--- src/rtl/adc_bridge_pkg.sv ---
// Shared constants and FSM state type for the ADC bridge host sequencer.
package adc_bridge_pkg;

  localparam int unsigned CFG_BITS    = 33;
  localparam int unsigned FRAME_BITS  = 20;
  localparam logic [1:0]  FRAME_HEAD  = 2'b10;
  localparam logic [1:0]  FRAME_TAIL  = 2'b01;
  localparam int unsigned BRST_CYCLES = 2;

  typedef enum logic [2:0] {
    StBrst,
    StIdle,
    StCfgShift,
    StCfgLoad,
    StWaitConv,
    StResLoad,
    StResShift,
    StCheck
  } state_e;

endpackage

--- src/rtl/adc_sync_rise.sv ---
// Multi-stage synchroniser with a rising-edge detector whose history can be seeded.
module adc_sync_rise #(
  parameter int unsigned SYNC_STAGES = 2
) (
  input  logic clk,
  input  logic rst_n,
  input  logic async_in,
  input  logic seed,
  output logic rise
);

  logic [SYNC_STAGES-1:0] sync_q;
  logic                   prev_q;

  always_ff @(posedge clk) begin
    if (!rst_n) begin
      sync_q <= '0;
      prev_q <= 1'b0;
    end else begin
      sync_q <= {sync_q[SYNC_STAGES-2:0], async_in};
      // Seeding loads the level that becomes current next cycle, so a level
      // already high on entry never looks like an edge.
      prev_q <= seed ? sync_q[SYNC_STAGES-2] : sync_q[SYNC_STAGES-1];
    end
  end

  assign rise = sync_q[SYNC_STAGES-1] & ~prev_q;

endmodule

--- src/rtl/adc_bridge_seq.sv ---
// Host sequencer: resets and configures the serial ADC bridge, then reads and
// frame-checks conversion results.
module adc_bridge_seq
  import adc_bridge_pkg::*;
#(
  parameter int unsigned          SYNC_STAGES = 2,
  parameter int unsigned          TIMEOUT_W   = 16,
  parameter logic [TIMEOUT_W-1:0] TIMEOUT     = 16'hFFFF
) (
  input  logic        clk,
  input  logic        rst_n,
  input  logic        start,
  input  logic        cont,
  input  logic        reconfig,
  input  logic [15:0] cfg1,
  input  logic [15:0] cfg2,
  input  logic        cfg_sel,
  output logic        br_rst_n,
  output logic        br_dat_o,
  output logic        br_load,
  input  logic        br_dat_i,
  input  logic        br_conv_finish,
  output logic [15:0] res_data,
  output logic        res_valid,
  output logic        frame_err,
  output logic        timeout,
  output logic        busy,
  output logic        cfg_done
);

  localparam logic [TIMEOUT_W-1:0] ToLast = TIMEOUT - 1'b1;

  state_e                  state_q, state_d;
  logic [5:0]              bit_cnt_q, bit_cnt_d;
  logic [TIMEOUT_W-1:0]    to_cnt_q, to_cnt_d;
  logic [CFG_BITS-1:0]     cfg_sr_q, cfg_sr_d;
  logic [FRAME_BITS-1:0]   frame_q, frame_d;
  logic                    br_rst_n_q, br_rst_n_d;
  logic                    br_dat_o_q, br_dat_o_d;
  logic                    br_load_q, br_load_d;
  logic [15:0]             res_data_q, res_data_d;
  logic                    res_valid_q, res_valid_d;
  logic                    frame_err_q, frame_err_d;
  logic                    timeout_q, timeout_d;
  logic                    busy_q, busy_d;
  logic                    cfg_done_q, cfg_done_d;
  logic                    fin_rise, fin_seed, frame_good;

  assign fin_seed = (state_q != StWaitConv);

  adc_sync_rise #(
    .SYNC_STAGES(SYNC_STAGES)
  ) u_sync_rise (
    .clk     (clk),
    .rst_n   (rst_n),
    .async_in(br_conv_finish),
    .seed    (fin_seed),
    .rise    (fin_rise)
  );

  assign frame_good = (frame_q[1:0] == FRAME_TAIL) &&
                      (frame_q[FRAME_BITS-1 -: 2] == FRAME_HEAD);

  always_ff @(posedge clk) begin
    if (!rst_n) begin
      state_q     <= StBrst;
      bit_cnt_q   <= '0;
      to_cnt_q    <= '0;
      cfg_sr_q    <= '0;
      frame_q     <= '0;
      br_rst_n_q  <= 1'b0;
      br_dat_o_q  <= 1'b0;
      br_load_q   <= 1'b0;
      res_data_q  <= '0;
      res_valid_q <= 1'b0;
      frame_err_q <= 1'b0;
      timeout_q   <= 1'b0;
      busy_q      <= 1'b1;
      cfg_done_q  <= 1'b0;
    end else begin
      state_q     <= state_d;
      bit_cnt_q   <= bit_cnt_d;
      to_cnt_q    <= to_cnt_d;
      cfg_sr_q    <= cfg_sr_d;
      frame_q     <= frame_d;
      br_rst_n_q  <= br_rst_n_d;
      br_dat_o_q  <= br_dat_o_d;
      br_load_q   <= br_load_d;
      res_data_q  <= res_data_d;
      res_valid_q <= res_valid_d;
      frame_err_q <= frame_err_d;
      timeout_q   <= timeout_d;
      busy_q      <= busy_d;
      cfg_done_q  <= cfg_done_d;
    end
  end

  always_comb begin
    state_d   = state_q;
    bit_cnt_d = bit_cnt_q;
    to_cnt_d  = to_cnt_q;
    cfg_sr_d  = cfg_sr_q;
    frame_d   = frame_q;
    unique case (state_q)
      StBrst: begin
        if (bit_cnt_q == 6'(BRST_CYCLES - 1)) begin
          state_d   = StIdle;
          bit_cnt_d = '0;
        end else begin
          bit_cnt_d = bit_cnt_q + 6'd1;
        end
      end
      StIdle: begin
        if (reconfig) begin
          state_d   = StBrst;
          bit_cnt_d = '0;
        end else if (start && !cfg_done_q) begin
          state_d   = StCfgShift;
          bit_cnt_d = '0;
          cfg_sr_d  = {cfg_sel, cfg2, cfg1};
        end else if (start) begin
          state_d  = StWaitConv;
          to_cnt_d = '0;
        end
      end
      StCfgShift: begin
        cfg_sr_d = cfg_sr_q >> 1;
        if (bit_cnt_q == 6'(CFG_BITS - 1)) begin
          state_d = StCfgLoad;
        end else begin
          bit_cnt_d = bit_cnt_q + 6'd1;
        end
      end
      StCfgLoad: begin
        state_d  = StWaitConv;
        to_cnt_d = '0;
      end
      StWaitConv: begin
        if (fin_rise) begin
          state_d = StResLoad;
        end else if (to_cnt_q == ToLast) begin
          state_d = StIdle;
        end else begin
          to_cnt_d = to_cnt_q + 1'b1;
        end
      end
      StResLoad: begin
        state_d   = StResShift;
        bit_cnt_d = '0;
      end
      StResShift: begin
        frame_d = {br_dat_i, frame_q[FRAME_BITS-1:1]};
        if (bit_cnt_q == 6'(FRAME_BITS - 1)) begin
          state_d = StCheck;
        end else begin
          bit_cnt_d = bit_cnt_q + 6'd1;
        end
      end
      StCheck: begin
        state_d  = cont ? StWaitConv : StIdle;
        to_cnt_d = '0;
      end
      default: state_d = StBrst;
    endcase
  end

  // Outputs are registered from the state being entered, so they line up with it.
  always_comb begin
    br_rst_n_d  = (state_d != StBrst);
    busy_d      = (state_d != StIdle);
    br_load_d   = (state_d == StCfgLoad) || (state_d == StResLoad);
    br_dat_o_d  = (state_d == StCfgShift) && cfg_sr_d[0];
    res_valid_d = (state_q == StCheck) && frame_good;
    frame_err_d = (state_q == StCheck) && !frame_good;
    res_data_d  = res_valid_d ? frame_q[FRAME_BITS-3:2] : res_data_q;
    timeout_d   = (state_q == StWaitConv) && !fin_rise && (to_cnt_q == ToLast);
    cfg_done_d  = cfg_done_q;
    if (state_d == StBrst) begin
      cfg_done_d = 1'b0;
    end else if (state_q == StCfgLoad) begin
      cfg_done_d = 1'b1;
    end
  end

  assign br_rst_n  = br_rst_n_q;
  assign br_dat_o  = br_dat_o_q;
  assign br_load   = br_load_q;
  assign res_data  = res_data_q;
  assign res_valid = res_valid_q;
  assign frame_err = frame_err_q;
  assign timeout   = timeout_q;
  assign busy      = busy_q;
  assign cfg_done  = cfg_done_q;

endmodule

--- config.mk ---
export PLATFORM = sky130hd
export DESIGN_NAME = adc_bridge_seq
export DESIGN_NICKNAME = d
export VERILOG_FILES = /design/src/rtl/adc_bridge_pkg.sv /design/src/rtl/adc_sync_rise.sv /design/src/rtl/adc_bridge_seq.sv
export SDC_FILE = /design/constraint.sdc
export NUM_CORES = 1
export LEC_CHECK = 0
export BUFFER_PORTS_ARGS = -buffer_cell sky130_fd_sc_hd__buf_2
export CAP_MARGIN = 40
export CORE_MARGIN = 2
export CORE_UTILIZATION = 55
export DETAILED_ROUTE_END_ITERATION = 16
export PLACE_DENSITY = 0.83
export SETUP_SLACK_MARGIN = 0.1
export SKIP_LAST_GASP = 1
export SYNTH_ARGS = -nofsm -noshare
export SYNTH_HDL_FRONTEND = slang
export SYNTH_SLANG_ARGS = --single-unit
export TNS_END_PERCENT = 10
--- constraint.sdc ---
create_clock -name clk -period 5.23 [get_ports clk]
set_input_delay 0 -clock clk [delete_from_list [all_inputs] [get_ports clk]]
set_output_delay 0 -clock clk [all_outputs]
set_load 0.03 [all_outputs]
======== Word-level counts from Yosys, hierarchy flattened ========
Cells that the tools add are included.
operators by class
  reductions and logical operators ........ 22
  bitwise operators ....................... 3
  equality and inequality tests ........... 27
  add/sub/neg operators ................... 2
  multiplexer cells ....................... 26
operators with widths
  cell                                                             number
  16-bit 2-to-1 mux                                                5
  33-bit 2-to-1 mux                                                2
  33-bit case mux with 2 select lines                              1
  16-bit case mux with 3 select lines                              1
  6-bit 2-to-1 mux                                                 5
  6-bit case mux with 5 select lines                               1
  3-bit 2-to-1 mux                                                 9
  3-bit case mux with 8 select lines                               1
  16-bit by 1-bit adder with 16-bit output, second input constant  1
  16-bit == test, second input constant                            1
  2-bit != test, second input constant                             8
  3-bit == test, second input constant                             5
  3-bit by 2-bit == test with 1-bit output, second input constant  4
  1-bit logical AND                                                7
  6-bit by 1-bit adder with 6-bit output, second input constant    1
  6-bit by 1-bit == test with 1-bit output, second input constant  1
  6-bit by 5-bit == test with 1-bit output, second input constant  1
  6-bit == test, second input constant                             1
  3-bit zero test                                                  2
  3-bit != test, second input constant                             2
  6-bit AND reduction                                              1
  3-bit nonzero test                                               2
  5-bit nonzero test                                               1
  4-bit AND reduction                                              1
  other kinds (12)                                                 16
word-level totals
  register bits ........................... 105
  logic and storage cells ................. 97
  output and inout port bits .............. 24

======== Longest topological paths before layout ========
Gate-level depths: netlist of run 1.
  depth after elaboration ................. 7
  mapped depth ............................ 8
  gate-level depth less buffers ........... 7

======== Hierarchy ========
From an unflattened synthesis of run 1, not the netlist that was laid out.
unflattened totals
  cell total of the unflattened synthesis .. 524
  area total of the unflattened synthesis .. 4388.0 um2
modules (own cells, without submodules)
  module          cells each  instances  seq. area each (um2)  area an instance (um2)
  adc_bridge_seq  516         1          2042.0                4292.9
  adc_sync_rise   8           1          60.1                  95.1

======== Least setup slack after synthesis of run 1 ========
Ideal clock, no wire load.
  path kind ............................... reg-to-reg
  start point ............................. register bit_cnt_q[0]
  end point ............................... register bit_cnt_q[3]
  stages on the path, launching flop included .. 9
  library setup time ...................... 122 ps
  arrival ................................. 1819 ps
  clock period less this slack ............ 1941 ps
  path buffers ............................ 1
  slack ................................... 3289 ps
  cells stage by stage .................... dfxtp_1 > inv_1 > ha_1 > nand4b_1 > or3_1 > a221oi_1 > buf_2 > nor4_1 > a311o_1
on the way
  longest elaborated chain between the ends .. 3
  elaborated cells between the ends (all ways) .. 11
RTL lines
  item                                                                              line                                                                 text
  from (decl)                                                                       adc_bridge_seq.sv:34                                                 logic [5:0] bit_cnt_q, bit_cnt_d;
  from (signal assigned)                                                            adc_bridge_seq.sv:82                                                 bit_cnt_q <= bit_cnt_d;
  6-bit by 1-bit adder with 6-bit output (tied with other cells)                    adc_bridge_seq.sv:110, adc_bridge_seq.sv:131, adc_bridge_seq.sv:156
  6-bit 2-to-1 mux (tied with other cells)                                          adc_bridge_seq.sv:153                                                if (bit_cnt_q == 6'(FRAME_BITS - 1)) begin
  6-bit case mux with 5 select lines / 4-bit AND reduction (equally long branches)  -
Several ways; a longest one is shown, not always the timed one. The select of a mux whose other input is x is not followed.
A chain may end at the register's enable or synchronous reset.

======== Worst setup path in the final report of run 1 ========
  start point ............................. register state_q[2]
  end point ............................... register busy_q, in the netlist busy
on the way
  longest elaborated chain between the ends .. 5
  elaborated cells between the ends (all ways) .. 18
RTL lines
  item                                        line                   text
  from (decl)                                 adc_bridge_seq.sv:33   state_e state_q, state_d;
  from (signal assigned)                      adc_bridge_seq.sv:66   state_q <= StBrst;
  from (signal assigned)                      adc_bridge_seq.sv:81   state_q <= state_d;
  3-bit 2-to-1 mux                            adc_bridge_seq.sv:121  end else if (start) begin
  3-bit 2-to-1 mux                            adc_bridge_seq.sv:117  end else if (start && !cfg_done_q) begin
  3-bit 2-to-1 mux                            adc_bridge_seq.sv:114  if (reconfig) begin
  3-bit case mux with 8 select lines *        adc_bridge_seq.sv:104  unique case (state_q)
  3-bit by 1-bit != test with 1-bit output *  adc_bridge_seq.sv:170  busy_d = (state_d != StIdle);
  to (signal assigned)                        adc_bridge_seq.sv:93   busy_q <= busy_d;
  to (decl)                                   adc_bridge_seq.sv:45   logic busy_q, busy_d;
Every way passes the cells marked *; elsewhere a longest branch is shown, timed or not.

==> results of run 1 <==
worst paths after layout:
check / endpoint
max: busy
min: state_q[1]
max reg2reg: busy
min reg2reg: res_data[6]
Yosys cell counts, types with 5 or more instances:
cell and n:
sky130_fd_sc_hd__nor2_1 19, sky130_fd_sc_hd__or3_1 12, sky130_fd_sc_hd__nand3_1 14, sky130_fd_sc_hd__a22oi_1 32, sky130_fd_sc_hd__clkbuf_1 29, sky130_fd_sc_hd__o21ai_0 15, sky130_fd_sc_hd__nand4_1 5, sky130_fd_sc_hd__or2_2 5
sky130_fd_sc_hd__a21oi_1 87, sky130_fd_sc_hd__ha_1 5, sky130_fd_sc_hd__inv_1 11, sky130_fd_sc_hd__dfxtp_1 105, sky130_fd_sc_hd__nand2_1 119
flip-flops by register name (all words and copies together), names as in the netlist:
register and flops:
frame_q 20, u_sync_rise.prev_q 1, cfg_sr_q 33, br_load 1
frame_err 1, to_cnt_q 16, u_sync_rise.sync_q 2, timeout 1
br_dat_o 1, res_data 16, state_q 3, bit_cnt_q 6
res_valid 1, br_rst_n 1, busy 1, cfg_done 1
area by class of cell:
class                   instances  area, um^2  share of cell area [%]
flip-flops and latches        105        2100                    39.8
repair buffers                104         711                    13.5
clock buffers                   9         124                    2.34
inverters                      11        41.3                   0.782
multi-input cells             380        2090                    39.6
well taps                     102         128                    2.42
clock inverters                 7        83.8                    1.59
per-stage QoR:
step | power (uW) | std cells
after global placement | 1150 | 666
after global routing | 1780 | 718
final | 1700 | 718
after CTS | 1700 | 718
after detailed placement | 1160 | 667
after floorplan | 1080 | 529
logic make-up after synthesis:
| kind of cell | after synthesis |
|---|---|
| fa+ha+maj | 6 |
| flops | 105 |
| buf+inv | 44 |
| compound gates | 156 |
| simple gates | 212 |
| xor+xnor | 4 |
| mux | 2 |
layer usage:
layer  up-vias  wire [um]  GRT usage [%]
met5         -          0              0
met4         0        197           10.3
met3        20        500           5.00
met2       119       5090           42.2
met1      1922       4440           30.0
li1       2019          -              -
cell usage in the layout, fill, tap and decap left out, types with 5 or more instances in the layout:
master	n
sky130_fd_sc_hd__clkbuf_8	9
sky130_fd_sc_hd__buf_2	63
sky130_fd_sc_hd__or3_1	12
sky130_fd_sc_hd__inv_1	10
sky130_fd_sc_hd__buf_4	6
sky130_fd_sc_hd__nand3_1	14
sky130_fd_sc_hd__ha_1	5
sky130_fd_sc_hd__nand2_1	119
sky130_fd_sc_hd__a22oi_1	32
sky130_fd_sc_hd__or2_2	5
sky130_fd_sc_hd__nor2_1	19
sky130_fd_sc_hd__a21oi_1	87
sky130_fd_sc_hd__nand4_1	5
sky130_fd_sc_hd__dfxtp_1	105
sky130_fd_sc_hd__dlygate4sd3_1	35
sky130_fd_sc_hd__o21ai_0	15
where the power goes:
part / internal (uW) / switching (uW) / total [uW]
logic: 112 / 179 / 291
clock network: 232 / 296 / 528
registers: 840 / 41.5 / 882
==> flow_summary.toml, run 1 <==
[sta]
number_of_slew_limit_violations_in_the_final_report = 0
final_min_period_over_clock_period_pct = 48.6
fmax_mhz = 394
slew-limit-headroom_pct = 47.3
finClkSkew_ns = 0.0165
hold_viol = 0
hold_slack_ns = 0.0157
final_critical_path_setup_slack_ns = 2.69
period_minus_slack_ns = 2.54
final-setup-viol-count = 0
tightest_slew_ns = 0.790
setup_total_negative_slack_ns = 0
grt_setup_unrepaired = "no"

[clock_network]
cts_max_level = 3
cts.reportedPaths.clkPinSlew_ns = 0.10
cts_max_path_buffers = 2
cts_tree = "built"
worstSkewPairLatency_ns = 0.37
numClockSinks = 105
post_cts_resized = 0
numCtsBuffers = 9
ctsHoldBuffers = 35
post_cts.repair.setup_buffers = 0
clock_tree.root_cell = "sky130_fd_sc_hd__clkbuf_8"

[power]
ir_worst_vdd_uv = 218
power_density_nw_per_um2 = 322
p_leak_uw = 0.00189

[worst_hold_path]
hold_critical_path_depth = 2
holdCritPathClass = "in -> reg"
hp-start = "rst_n"

[logic_synthesis]
synth_edf_count = 0
ys_seq_elements = 105
synth.distinct_cells = 50
synthXorXnorAreaFrac_pct = 0.805
synthTopCellsByArea = "sky130_fd_sc_hd__dfxtp_1, sky130_fd_sc_hd__nand2_1, sky130_fd_sc_hd__a21oi_1"
synth-adder-area-share_pct = 1.67
synth_top_cell_area_share_pct = 48.3
synthCells = 529
post_synth_and_or_nand_nor_area_fraction_pct = 23.3
syn_nets = 574
leading_area_contributor_after_synthesis = "sky130_fd_sc_hd__dfxtp_1"
synthFlopType = "sky130_fd_sc_hd__dfxtp_1"
syn_area_per_cell_um2 = 8.23
yosysWarnings = 0
synth_compound_area_share_pct = 21.6
synth.area.mux_share_pct = 0.460
mappedNetlistArea_um2 = 4350
asyncSetResetFlopFracSynth_pct = 0
seq_area_frac_synth_pct = 48.3
dominant_combinational_cell_family_by_area_after_synthesis = "simple AND/OR/NAND/NOR gates"

[placed_design]
post-dp-hpwl_um = 6190
post_dp_cell_area_um2 = 4720
gp_congestion = 0.844
placement.setup.worst_slack_ns = 2.73
numPortBuffers = 63

[critical_path]
crit_path_start = "state_q[2]"
highest_net_fanout_along_the_worst_path = 21
worst-endpoint-arrival_ns = 2.78
worst_path_largest_cell_delay_ns = 0.67
ff_to_ff_path_depth = 4
timing.setup.critical_path_class = "reg -> reg"
cp_cell_sequence = "nand3_1 -> o221ai_1 -> a2bb2oi_1 -> or4_1"
startpoint_type = "flip-flop"
critPathRequiredTime_ns = 5.47
timing.critical_path.buf_inv = 0
worstSetupPathDepth = 4
critPathTopFamily = "simple AND/OR/NAND/NOR gates"
timing.reg2reg.setup_slack_ns = 2.69
setup.worst_path.end_class = "flip-flop"
timing.critical_path.slowest_stage_cell = "sky130_fd_sc_hd__nand3_1"
crit-reg2reg-launch = "state_q[2]"

[drt]
viasPerCell = 5.68
avgRoutedWirePerCell_um = 14.2
post-route-drc-count = 0
antenna_left = 0
drt_first_pass_iters = 5
initialDrtViolationCount = 410
postRouteWirelength_um = 10200
vias = 4080

[global_routing]
grt_max_degree = 79
grt_first_pass_wirelength_um = 17100
first_global_vias = 3810
total_routing_resource_utilization_after_global_routing_pct = 24.6
grt_antenna_before_repair = 0
grt.overflow.total = 0

[layout]
drive_above_1_share_pct = 16.4
fillerInstances = 624
final_area_um2 = 5280
syn2layout_area_growth_pct = 21.3
finish.net_count = 656
finish.utilization_pct = 68.7
antennaDiodeCount = 0

[die]
initial_utilization_pct = 56.6
num_rows = 32
die_height_um = 93.0
die_outline_area_um2 = 8640
core_area_um2 = 7690
boundaryPins = 64
die_w_um = 93.0

[status]
run_status = "finished, final reports clean"

[job]
drv.max_cap_violation_count = 0
Note: power is estimated with default switching activity, not from simulation.
==> run 2, diff against run 1 <==
--- a/config.mk
+++ b/config.mk
@@ -8,9 +8,9 @@
 export BUFFER_PORTS_ARGS = -buffer_cell sky130_fd_sc_hd__buf_2
 export CAP_MARGIN = 40
 export CORE_MARGIN = 2
-export CORE_UTILIZATION = 55
+export CORE_UTILIZATION = 51
 export DETAILED_ROUTE_END_ITERATION = 16
-export PLACE_DENSITY = 0.83
+export PLACE_DENSITY = 0.81
 export SETUP_SLACK_MARGIN = 0.1
 export SKIP_LAST_GASP = 1
 export SYNTH_ARGS = -nofsm -noshare
==> constraint.sdc (replaced) <==
create_clock -name clk -period 2.25 [get_ports clk]
set_input_delay 0 -clock clk [delete_from_list [all_inputs] [get_ports clk]]
set_output_delay 0 -clock clk [all_outputs]
set_load 0.03 [all_outputs]
==> flow_summary.toml, run 2 (synthesis results as in run 1) <==
[status]
run_status = "complete, but fails checks"
violations = "negative hold slack"

[sta]
hold_slack_ns = -0.000280
final_min_period_over_clock_period_pct = 94.6
period_minus_slack_ns = 2.13
finClkSkew_ns = 0.0128
final-setup-viol-count = 0
tightest_slew_ns = 0.573
number_of_slew_limit_violations_in_the_final_report = 0
grt_setup_unrepaired = "yes"
slew-limit-headroom_pct = 61.7
hold_viol = 1
fmax_mhz = 470

[power]
power_density_nw_per_um2 = 727
ir_worst_vdd_uv = 473
p_leak_uw = 0.00194
fin_total_pwr_uw = 3910

[global_routing]
grt_antenna_before_repair = 0
first_global_vias = 3727
grt_max_degree = 35
grt_first_pass_wirelength_um = 16900
total_routing_resource_utilization_after_global_routing_pct = 23.0
grt.overflow.total = 0

[layout]
fillerInstances = 755
drive_above_1_share_pct = 18.2
mostFrequentLayoutCell = "sky130_fd_sc_hd__nand2_1"
multi_input_area_um2 = 2110
layout.area.seq_um2 = 2100
final-instance-count-excl-fill = 733
flip_flop_count_of_the_largest_register_after_layout = 33
antennaDiodeCount = 0
finish.net_count = 668
registers.top_by_ff_count = "cfg_sr_q"
reg.largest.list = "cfg_sr_q: 33 flops, frame_q: 20 flops"
syn2layout_area_growth_pct = 23.6
layout_common_cells = "sky130_fd_sc_hd__nand2_1, sky130_fd_sc_hd__dfxtp_1, sky130_fd_sc_hd__a21oi_1"

[critical_path]
highest_net_fanout_along_the_worst_path = 11
worst-endpoint-arrival_ns = 2.44
timing.setup.critical_path_class = "reg -> reg"
rr_endpoint = "to_cnt_q[15]"
ff_to_ff_path_depth = 5
critPathTopFamily = "compound AO/OA/AOI/OAI gates"
timing.critical_path.buf_inv = 1
timing.reg2reg.setup_slack_ns = 0.12
worst_path_largest_cell_delay_ns = 0.54
critPathRequiredTime_ns = 2.56
setup.worst_path.end_class = "flip-flop"
timing.critical_path.slowest_stage_cell = "sky130_fd_sc_hd__dfxtp_1"
crit-reg2reg-launch = "state_q[1]"
startpoint_type = "flip-flop"
crit_path_start = "state_q[1]"
critical_path_destination = "to_cnt_q[15]"
cp_cell_sequence = "inv_1 -> a21oi_1 -> a22oi_1 -> or4_1 -> nand2_1"
worstSetupPathDepth = 5

[placed_design]
gp_congestion = 0.906
post-dp-hpwl_um = 6830
numPortBuffers = 63
place_inst = 682

[worst_hold_path]
holdCritPathClass = "in -> reg"

[drt]
initialDrtViolationCount = 282
wl_met2_um = 5260
met3RoutedLength_um = 667
antenna_left = 0
vias = 4120
route.top_layer_used = "met4"
post-route-drc-count = 0
avgRoutedWirePerCell_um = 14.4
drt_first_pass_iters = 5
viasPerCell = 5.62
postRouteWirelength_um = 10600
m1WireLength_um = 4510

[clock_network]
cts_tree = "built"
cts_max_level = 3
cts.reportedPaths.clkPinSlew_ns = 0.10
numCtsBuffers = 9
worstSkewPairLatency_ns = 0.37
cts_max_path_buffers = 2
clock_tree.root_cell = "sky130_fd_sc_hd__clkbuf_8"
numClockSinks = 105

[die]
die_height_um = 96.4
initial_utilization_pct = 52.7
die_w_um = 96.4
boundaryPins = 64
core_area_um2 = 8260
num_rows = 33
die_outline_area_um2 = 9290

[job]
drv.max_cap_violation_count = 0
run 2: cell count changes in the layout (fill, tap and decap cells not counted), sizes merged:
cell	delta
a22oi	+1
buf	+12
clkbuf	+1
clkinvlp	+1
dlygate4sd3	-1
inv	-2
run 2: area by class of cell:
cell class	count	share of cell area, %
clock buffers	10	2.37
repair buffers	115	14.9
multi-input cells	381	39.2
flip-flops and latches	105	39.1
well taps	105	2.44
inverters	11	0.767
clock inverters	6	1.21
run 2: metrics by stage:
step	setup slack, ns	instance area [um^2]	utilization, %	setup TNS, ns
2_1_floorplan	0.309	4350	-	0
3_3_place_gp	0.215	4830	58.5	0
3_5_place_dp	0.158	4830	58.5	0
4_1_cts	0.125	5370	65.0	0
5_1_grt	-0.0100	5380	65.2	-0.0213
6_report	0.122	5380	65.2	0
run 2: worst min path at each step:
stage / from / endpoint / slack, ns / depth (start not counted)
detailed placement: br_conv_finish / u_sync_rise.sync_q[0] / 0.23 / 2
global route: rst_n / u_sync_rise.sync_q[1] / 0.01 / 2
floorplan: br_conv_finish / u_sync_rise.sync_q[0] / 0.13 / 1
finish: cfg1[0] / cfg_sr_q[0] / -0.0003 / 3
CTS: cfg1[0] / cfg_sr_q[0] / 0.007 / 3
global placement: br_conv_finish / u_sync_rise.sync_q[0] / 0.21 / 2
run 2: timing repair:
action                                  CTS  global route
pin swaps                                 0             1
hold buffers                             34             0
endpoints found under the hold margin    34             0
endpoints found under the setup margin    1            17
cloned                                    0             1
resized for setup                         1             2
buffers inserted                          0             0
run 2: worst min-delay path, stage by stage:
cell,delay [ns]
sky130_fd_sc_hd__buf_2,0.08
sky130_fd_sc_hd__a22oi_1,0.05
sky130_fd_sc_hd__a21oi_1,0.19
run 2: routing by layer:
metal | vias up | track usage [%]
met5 | - | 0
met4 | 0 | 7.86
met3 | 11 | 5.82
met2 | 153 | 39.2
met1 | 1903 | 28.4
li1 | 2053 | -
run 2: power breakdown:
group / internal [uW] / switching (uW)
Clock: 519 / 629
Sequential: 1950 / 75.7
Combinational: 293 / 443
